### src/rtl/alu_stream_unit_if.sv
// Command/response bundle between a requester and alu_stream_unit.
// The requester holds the master modport and the unit holds the slave modport.
interface alu_stream_unit_if #(
    parameter int TAG_W = 4
);
    logic             cmd_valid;
    logic             cmd_ready;
    logic [31:0]      cmd_a;
    logic [31:0]      cmd_b;
    logic [2:0]       cmd_aluop;
    logic [TAG_W-1:0] cmd_tag;

    logic             rsp_valid;
    logic             rsp_ready;
    logic [31:0]      rsp_r;
    logic             rsp_c;
    logic             rsp_v;
    logic             rsp_err;
    logic [TAG_W-1:0] rsp_tag;

    modport master (
        output cmd_valid, cmd_a, cmd_b, cmd_aluop, cmd_tag, rsp_ready,
        input  cmd_ready, rsp_valid, rsp_r, rsp_c, rsp_v, rsp_err, rsp_tag
    );

    modport slave (
        input  cmd_valid, cmd_a, cmd_b, cmd_aluop, cmd_tag, rsp_ready,
        output cmd_ready, rsp_valid, rsp_r, rsp_c, rsp_v, rsp_err, rsp_tag
    );
endinterface

### src/rtl/alu_stream_unit.sv
// alu_32bit: combinational 32-bit ALU (AND, OR, ADD, SUB, SLT) with flags.
// alu_stream_unit: valid/ready front end that evaluates commands through one
// alu_32bit, queues results in a small FIFO and keeps saturating statistics.

module alu_32bit (
    input  logic [31:0] a,
    input  logic [31:0] b,
    input  logic [2:0]  aluop,
    output logic [31:0] r,
    output logic        c,
    output logic        v,
    output logic        err
);
    logic [32:0] sum;
    logic [31:0] b_inv;

    assign b_inv = ~b;

    // Decode the opcode; subtraction reuses the adder as a + ~b + 1 so the
    // carry is the true carry out of that sum (1 means no borrow).
    always_comb begin
        r   = 32'd0;
        c   = 1'b0;
        v   = 1'b0;
        err = 1'b0;
        sum = 33'd0;
        case (aluop)
            3'b000: r = a & b;
            3'b001: r = a | b;
            3'b010: begin
                sum = {1'b0, a} + {1'b0, b};
                r   = sum[31:0];
                c   = sum[32];
                v   = (a[31] == b[31]) && (sum[31] != a[31]);
            end
            3'b110: begin
                sum = {1'b0, a} + {1'b0, b_inv} + 33'd1;
                r   = sum[31:0];
                c   = sum[32];
                v   = (a[31] != b[31]) && (sum[31] != a[31]);
            end
            3'b111: r = {31'd0, $signed(a) < $signed(b)};
            default: err = 1'b1;
        endcase
    end
endmodule

module alu_stream_unit #(
    parameter int FIFO_DEPTH = 2,   // power of two, at least 2
    parameter int TAG_W      = 4,
    parameter int CNT_W      = 16
) (
    input  logic              clk,
    input  logic              rst_n,
    alu_stream_unit_if.slave  bus,
    output logic [CNT_W-1:0]  op_count,
    output logic [CNT_W-1:0]  ovf_count,
    output logic              busy
);
    localparam int PTR_W   = $clog2(FIFO_DEPTH);
    localparam int ENTRY_W = 32 + 3 + TAG_W;
    localparam logic [PTR_W:0] FULL_COUNT = FIFO_DEPTH[PTR_W:0];

    logic [31:0]        alu_r;
    logic               alu_c;
    logic               alu_v;
    logic               alu_err;

    logic [ENTRY_W-1:0] mem [FIFO_DEPTH];
    logic [ENTRY_W-1:0] head;
    logic [PTR_W-1:0]   wr_ptr;
    logic [PTR_W-1:0]   rd_ptr;
    logic [PTR_W:0]     count;
    logic               push;
    logic               pop;
    logic               not_empty;

    alu_32bit u_alu (
        .a     (bus.cmd_a),
        .b     (bus.cmd_b),
        .aluop (bus.cmd_aluop),
        .r     (alu_r),
        .c     (alu_c),
        .v     (alu_v),
        .err   (alu_err)
    );

    // Ready depends only on occupancy, so a full FIFO stays closed even while
    // its head is being popped; the freed slot shows up the following cycle.
    assign not_empty     = (count != '0);
    assign bus.cmd_ready = (count != FULL_COUNT);
    assign push          = bus.cmd_valid && bus.cmd_ready;
    assign pop           = not_empty && bus.rsp_ready;
    assign busy          = not_empty;
    assign head          = mem[rd_ptr];

    // Response fields are forced to zero whenever nothing is buffered.
    assign bus.rsp_valid = not_empty;
    assign bus.rsp_r     = not_empty ? head[ENTRY_W-1 -: 32] : 32'd0;
    assign bus.rsp_c     = not_empty ? head[TAG_W+2]         : 1'b0;
    assign bus.rsp_v     = not_empty ? head[TAG_W+1]         : 1'b0;
    assign bus.rsp_err   = not_empty ? head[TAG_W]           : 1'b0;
    assign bus.rsp_tag   = not_empty ? head[TAG_W-1:0]       : '0;

    // Result storage needs no reset: entries are only visible through count.
    always_ff @(posedge clk) begin
        if (push) begin
            mem[wr_ptr] <= {alu_r, alu_c, alu_v, alu_err, bus.cmd_tag};
        end
    end

    // Pointers wrap naturally at the power-of-two depth; count tracks occupancy.
    always_ff @(posedge clk or negedge rst_n) begin
        if (!rst_n) begin
            wr_ptr <= '0;
            rd_ptr <= '0;
            count  <= '0;
        end else begin
            if (push) begin
                wr_ptr <= wr_ptr + 1'b1;
            end
            if (pop) begin
                rd_ptr <= rd_ptr + 1'b1;
            end
            case ({push, pop})
                2'b10:   count <= count + 1'b1;
                2'b01:   count <= count - 1'b1;
                default: count <= count;
            endcase
        end
    end

    // Statistics saturate at all-ones instead of wrapping.
    always_ff @(posedge clk or negedge rst_n) begin
        if (!rst_n) begin
            op_count  <= '0;
            ovf_count <= '0;
        end else if (push) begin
            if (op_count != '1) begin
                op_count <= op_count + 1'b1;
            end
            if (alu_v && (ovf_count != '1)) begin
                ovf_count <= ovf_count + 1'b1;
            end
        end
    end
endmodule
### src/flat_wrapper.sv
// flat-port wrapper written by rule: the top's interface ports become plain ports
module alu_stream_unit_flat 
#(
    parameter int FIFO_DEPTH = 2,                              
    parameter int TAG_W      = 4,
    parameter int CNT_W      = 16
)
  (clk, rst_n, op_count, ovf_count, busy, bus_cmd_valid, bus_cmd_a, bus_cmd_b, bus_cmd_aluop, bus_cmd_tag, bus_rsp_ready, bus_cmd_ready, bus_rsp_valid, bus_rsp_r, bus_rsp_c, bus_rsp_v, bus_rsp_err, bus_rsp_tag);
  alu_stream_unit_if #(.TAG_W(TAG_W)) bus_i ();
  input  logic clk;
  input  logic rst_n;
  output logic [CNT_W-1:0] op_count;
  output logic [CNT_W-1:0] ovf_count;
  output logic busy;
  input wire logic [$bits(bus_i.cmd_valid)-1:0] bus_cmd_valid;
  input wire logic [$bits(bus_i.cmd_a)-1:0] bus_cmd_a;
  input wire logic [$bits(bus_i.cmd_b)-1:0] bus_cmd_b;
  input wire logic [$bits(bus_i.cmd_aluop)-1:0] bus_cmd_aluop;
  input wire logic [$bits(bus_i.cmd_tag)-1:0] bus_cmd_tag;
  input wire logic [$bits(bus_i.rsp_ready)-1:0] bus_rsp_ready;
  output wire logic [$bits(bus_i.cmd_ready)-1:0] bus_cmd_ready;
  output wire logic [$bits(bus_i.rsp_valid)-1:0] bus_rsp_valid;
  output wire logic [$bits(bus_i.rsp_r)-1:0] bus_rsp_r;
  output wire logic [$bits(bus_i.rsp_c)-1:0] bus_rsp_c;
  output wire logic [$bits(bus_i.rsp_v)-1:0] bus_rsp_v;
  output wire logic [$bits(bus_i.rsp_err)-1:0] bus_rsp_err;
  output wire logic [$bits(bus_i.rsp_tag)-1:0] bus_rsp_tag;
  assign bus_i.cmd_valid = bus_cmd_valid;
  assign bus_i.cmd_a = bus_cmd_a;
  assign bus_i.cmd_b = bus_cmd_b;
  assign bus_i.cmd_aluop = bus_cmd_aluop;
  assign bus_i.cmd_tag = bus_cmd_tag;
  assign bus_i.rsp_ready = bus_rsp_ready;
  assign bus_cmd_ready = bus_i.cmd_ready;
  assign bus_rsp_valid = bus_i.rsp_valid;
  assign bus_rsp_r = bus_i.rsp_r;
  assign bus_rsp_c = bus_i.rsp_c;
  assign bus_rsp_v = bus_i.rsp_v;
  assign bus_rsp_err = bus_i.rsp_err;
  assign bus_rsp_tag = bus_i.rsp_tag;
  alu_stream_unit #(.FIFO_DEPTH(FIFO_DEPTH), .TAG_W(TAG_W), .CNT_W(CNT_W)) u_core (.clk(clk), .rst_n(rst_n), .bus(bus_i), .op_count(op_count), .ovf_count(ovf_count), .busy(busy));
endmodule
### config.mk
export PLATFORM = sky130hd
export DESIGN_NAME = alu_stream_unit_flat
export DESIGN_NICKNAME = d
export VERILOG_FILES = /design/src/rtl/alu_stream_unit_if.sv /design/src/rtl/alu_stream_unit.sv /design/src/flat_wrapper.sv
export SDC_FILE = /design/constraint.sdc
export NUM_CORES = 1
export LEC_CHECK = 0
export CORE_MARGIN = 2
export CORE_UTILIZATION = 57
export CTS_BUF_LIST = sky130_fd_sc_hd__clkbuf_8
export DETAILED_ROUTE_END_ITERATION = 10
export GPL_TIMING_DRIVEN = 0
export PLACE_DENSITY_LB_ADDON = 0.2
export SYNTH_ARGS = -nofsm -noshare
export SYNTH_HDL_FRONTEND = slang
export SYNTH_SLANG_ARGS = --single-unit
export TNS_END_PERCENT = 30
### constraint.sdc
create_clock -name clk -period 3.5 [get_ports clk]
set_input_delay 1.05 -clock clk [delete_from_list [all_inputs] [get_ports clk]]
set_output_delay 1.05 -clock clk [all_outputs]
set_load 0.005 [all_outputs]
==> flow_summary.ini <==
[yosys]
post-synth-top-count-cell = nor2_1
synthesis.nets = 1225
synth_area_leaders = edfxtp_1 25%, ha_1 13%, dfrtp_1 9.4%
synth_ff_type = edfxtp_1
synth_cell_types = 86
yosysSeqAreaShare_pct = 33.9
yosysWarningCount = 0
yosysTopAreaCell = edfxtp_1
postSynthCellCount = 1045
syn_area_per_cell_um2 = 9.14
synthArstFlopShare_pct = 31.6
ys_ff_latch = 114
synth.top_cell.area_share_pct = 24.5
synth_enable_flop_cells = 78
syn_area_mm2 = 0.00955
yosys-top-cells-count = 117 x nor2_1, 103 x ha_1, 95 x inv_1

[clock_tree]
hold_buffers = 0
root_buffer = clkbuf_8
cts_made_buffers = 17
cts_max_path_buffers = 2
cts_tree = built
clk_latency_ps = 440
htreeDepth = 4
clk_pin_slew_ps = 60
clkSinkCount = 114

[sta]
timing.final.crit_share_pct = 105
setup_viol = 23
worst_pin_slew_ps = 940
hold_violations = 0
rsz0062_at_grt = true
max_freq_ghz = 0.273
fin_skew_ps = 8.55
post-route-min-period_ps = 3660
slew-limit-headroom_pct = 37.3
fin_setup_tns_ps = -1430
finalWorstSetupSlack_ps = -160
finalMaxSlewViolations = 0

[global_route]
grt_antenna_before_repair = 0
grt_max_degree = 37
grt_overflow = 0
track_usage_pct = 32.5
grt_first_pass_wirelength_um = 45700
grt_pass1_vias = 8795

[drt]
drtAntennaViolNets = 0
wl_per_cell_um = 20.4
num_vias = 9287
vias_per_cell = 6.20
drtIter0Drc = 820
drcViolationCount = 0
wl_um = 30500
drt-pass1-iter-count = 7

[run_status]
status = finished with violations
failed_checks = negative setup slack

[setup_path]
reg2reg_from = u_core.ovf_count[3]
cp.arrival_ps = 3770
critPathLaunch = bus_cmd_aluop[2]
worstSetupEndpointType = flop
regToRegSetupSlack_ps = 770
crit_path_max_fanout = 10
cp_data_required_time_ps = 3610
r2r_end = u_core.ovf_count[1]
crit_path_start_kind = primary input
worstRegToRegCells = 9
criticalPathCategory = in2reg

[place]
hpwl_um = 20600
port_buffers = 146
place_congestion = 1.01
pre_cts_ws_ps = -1270

[floorplan]
rows = 47
dieWidth_um = 133
die_h_um = 133
start_util_pct = 58.0
io_pins = 149
core_mm2 = 0.0165
die_area_mm2 = 0.0178

[worst_hold_path]
holdPathStages = 1
whs_endpoint = u_core.op_count[15]
hold_start = u_core.op_count[15]
hold_class = reg2reg

[layout]
multiInputGateArea_mm2 = 0.00675
area.sequential_mm2 = 0.00324
final_nets = 1444
num_antenna_cells = 0
area_delta_synth_final_pct = 39.5
fill_cells = 1049
drive_gt1_share_pct = 26.2

[power]
leakage_nw = 5.62
power_mw = 6.34
powerDensity_mw_per_mm2 = 476
vdd_drop_max_mv = 0.416

[run]
maxCapViolCount = 0
## where the power goes
group / leakage, nW / switching [mW] / internal (mW)
clock: 0.218 / 0.502 / 0.757
combinational: 4.19 / 1.58 / 1.53
sequential: 1.21 / 0.160 / 1.81
## per-layer routing
layer  GRT usage [%]  wire length [µm]
met5               0                 0
met4            12.2              1260
met3            5.97              2680
met2            53.8             14500
met1            42.6             12100
## timing repair
action / CTS / global route
setup endpoints to repair: 82 / 82
resized for setup: 221 / 168
cloned: 0 / 1
pin swaps: 37 / 59
setup buffers: 37 / 21
hold endpoints to repair: 0 / 0
## cell usage in the layout, fill, tap and decap left out, types with 8 or more instances in the layout
master,count
a21o_1,12
a21oi_1,58
a21oi_2,16
a22oi_1,10
a31oi_1,8
buf_2,9
buf_4,58
buf_6,18
clkbuf_1,18
clkbuf_2,20
clkbuf_8,19
clkdlybuf4s50_1,97
dfrtp_1,36
dlygate4sd2_1,8
dlymetal6s2s_1,14
edfxtp_1,78
ha_1,73
ha_4,24
inv_1,66
inv_2,30
mux2i_1,45
nand2_1,50
nand3_1,20
nand4_1,14
nor2_1,105
nor3_1,10
o211ai_1,10
o21ai_0,25
o21bai_1,12
o221ai_1,8
o22ai_1,8
xnor2_1,45
xor2_1,15
## sequential cells by signal, indices dropped and copies added (netlist names)
register / count
u_core.mem: 78
u_core.count: 2
u_core.ovf_count: 16
u_core.rd_ptr: 1
u_core.op_count: 16
u_core.wr_ptr: 1
## final cells by class
| class | count | area share (%) |
|---|---|---|
| repair buffers | 206 | 14.3 |
| well taps | 220 | 2.07 |
| multi-input cells | 776 | 50.6 |
| inverters | 99 | 2.92 |
| clock inverters | 15 | 1.31 |
| flip-flops and latches | 114 | 24.3 |
| plain buffers | 50 | 2.64 |
| clock buffers | 17 | 1.76 |
## critical path, cell delays in order
cell and delay, ps:
clkdlybuf4s50_1 520, clkbuf_1 500, clkbuf_2 410, clkbuf_1 580, a21oi_1 190, xnor2_1 270
o221ai_1 230
## metrics by stage
step           hold WS, ps  std cells  utilization [%]  cell area [µm²]
6_report               495       1497             80.9            13300
5_1_grt                514       1497             80.9            13300
4_1_cts                493       1477             76.7            12600
3_5_place_dp           483       1413             69.0            11400
3_3_place_gp           473       1411             68.6            11300
2_1_floorplan          465       1045                -             9560
## kinds of logic after synthesis
group / count (synthesis) / synth area share [%]
muxes: 47 / 4.99
DFF: 114 / 33.9
AOI/OAI and AO/OA: 272 / 20.0
xor gates and xnor gates: 61 / 5.59
adders and majority gates: 105 / 13.9
buffers and inverters: 155 / 6.68
and+or+nand+nor: 291 / 14.9
## worst max path at each step
stage | end | slack, ps
5_1_grt | u_core.ovf_count[1] | -120
2_1_floorplan | u_core.mem[0][0] | -40
3_3_place_gp | u_core.mem[0][3] | -1390
3_5_place_dp | u_core.mem[1][31] | -1270
6_report | u_core.mem[0][15] | -160
4_1_cts | u_core.ovf_count[1] | -240
No activity file was read; power rests on OpenSTA's default activity.
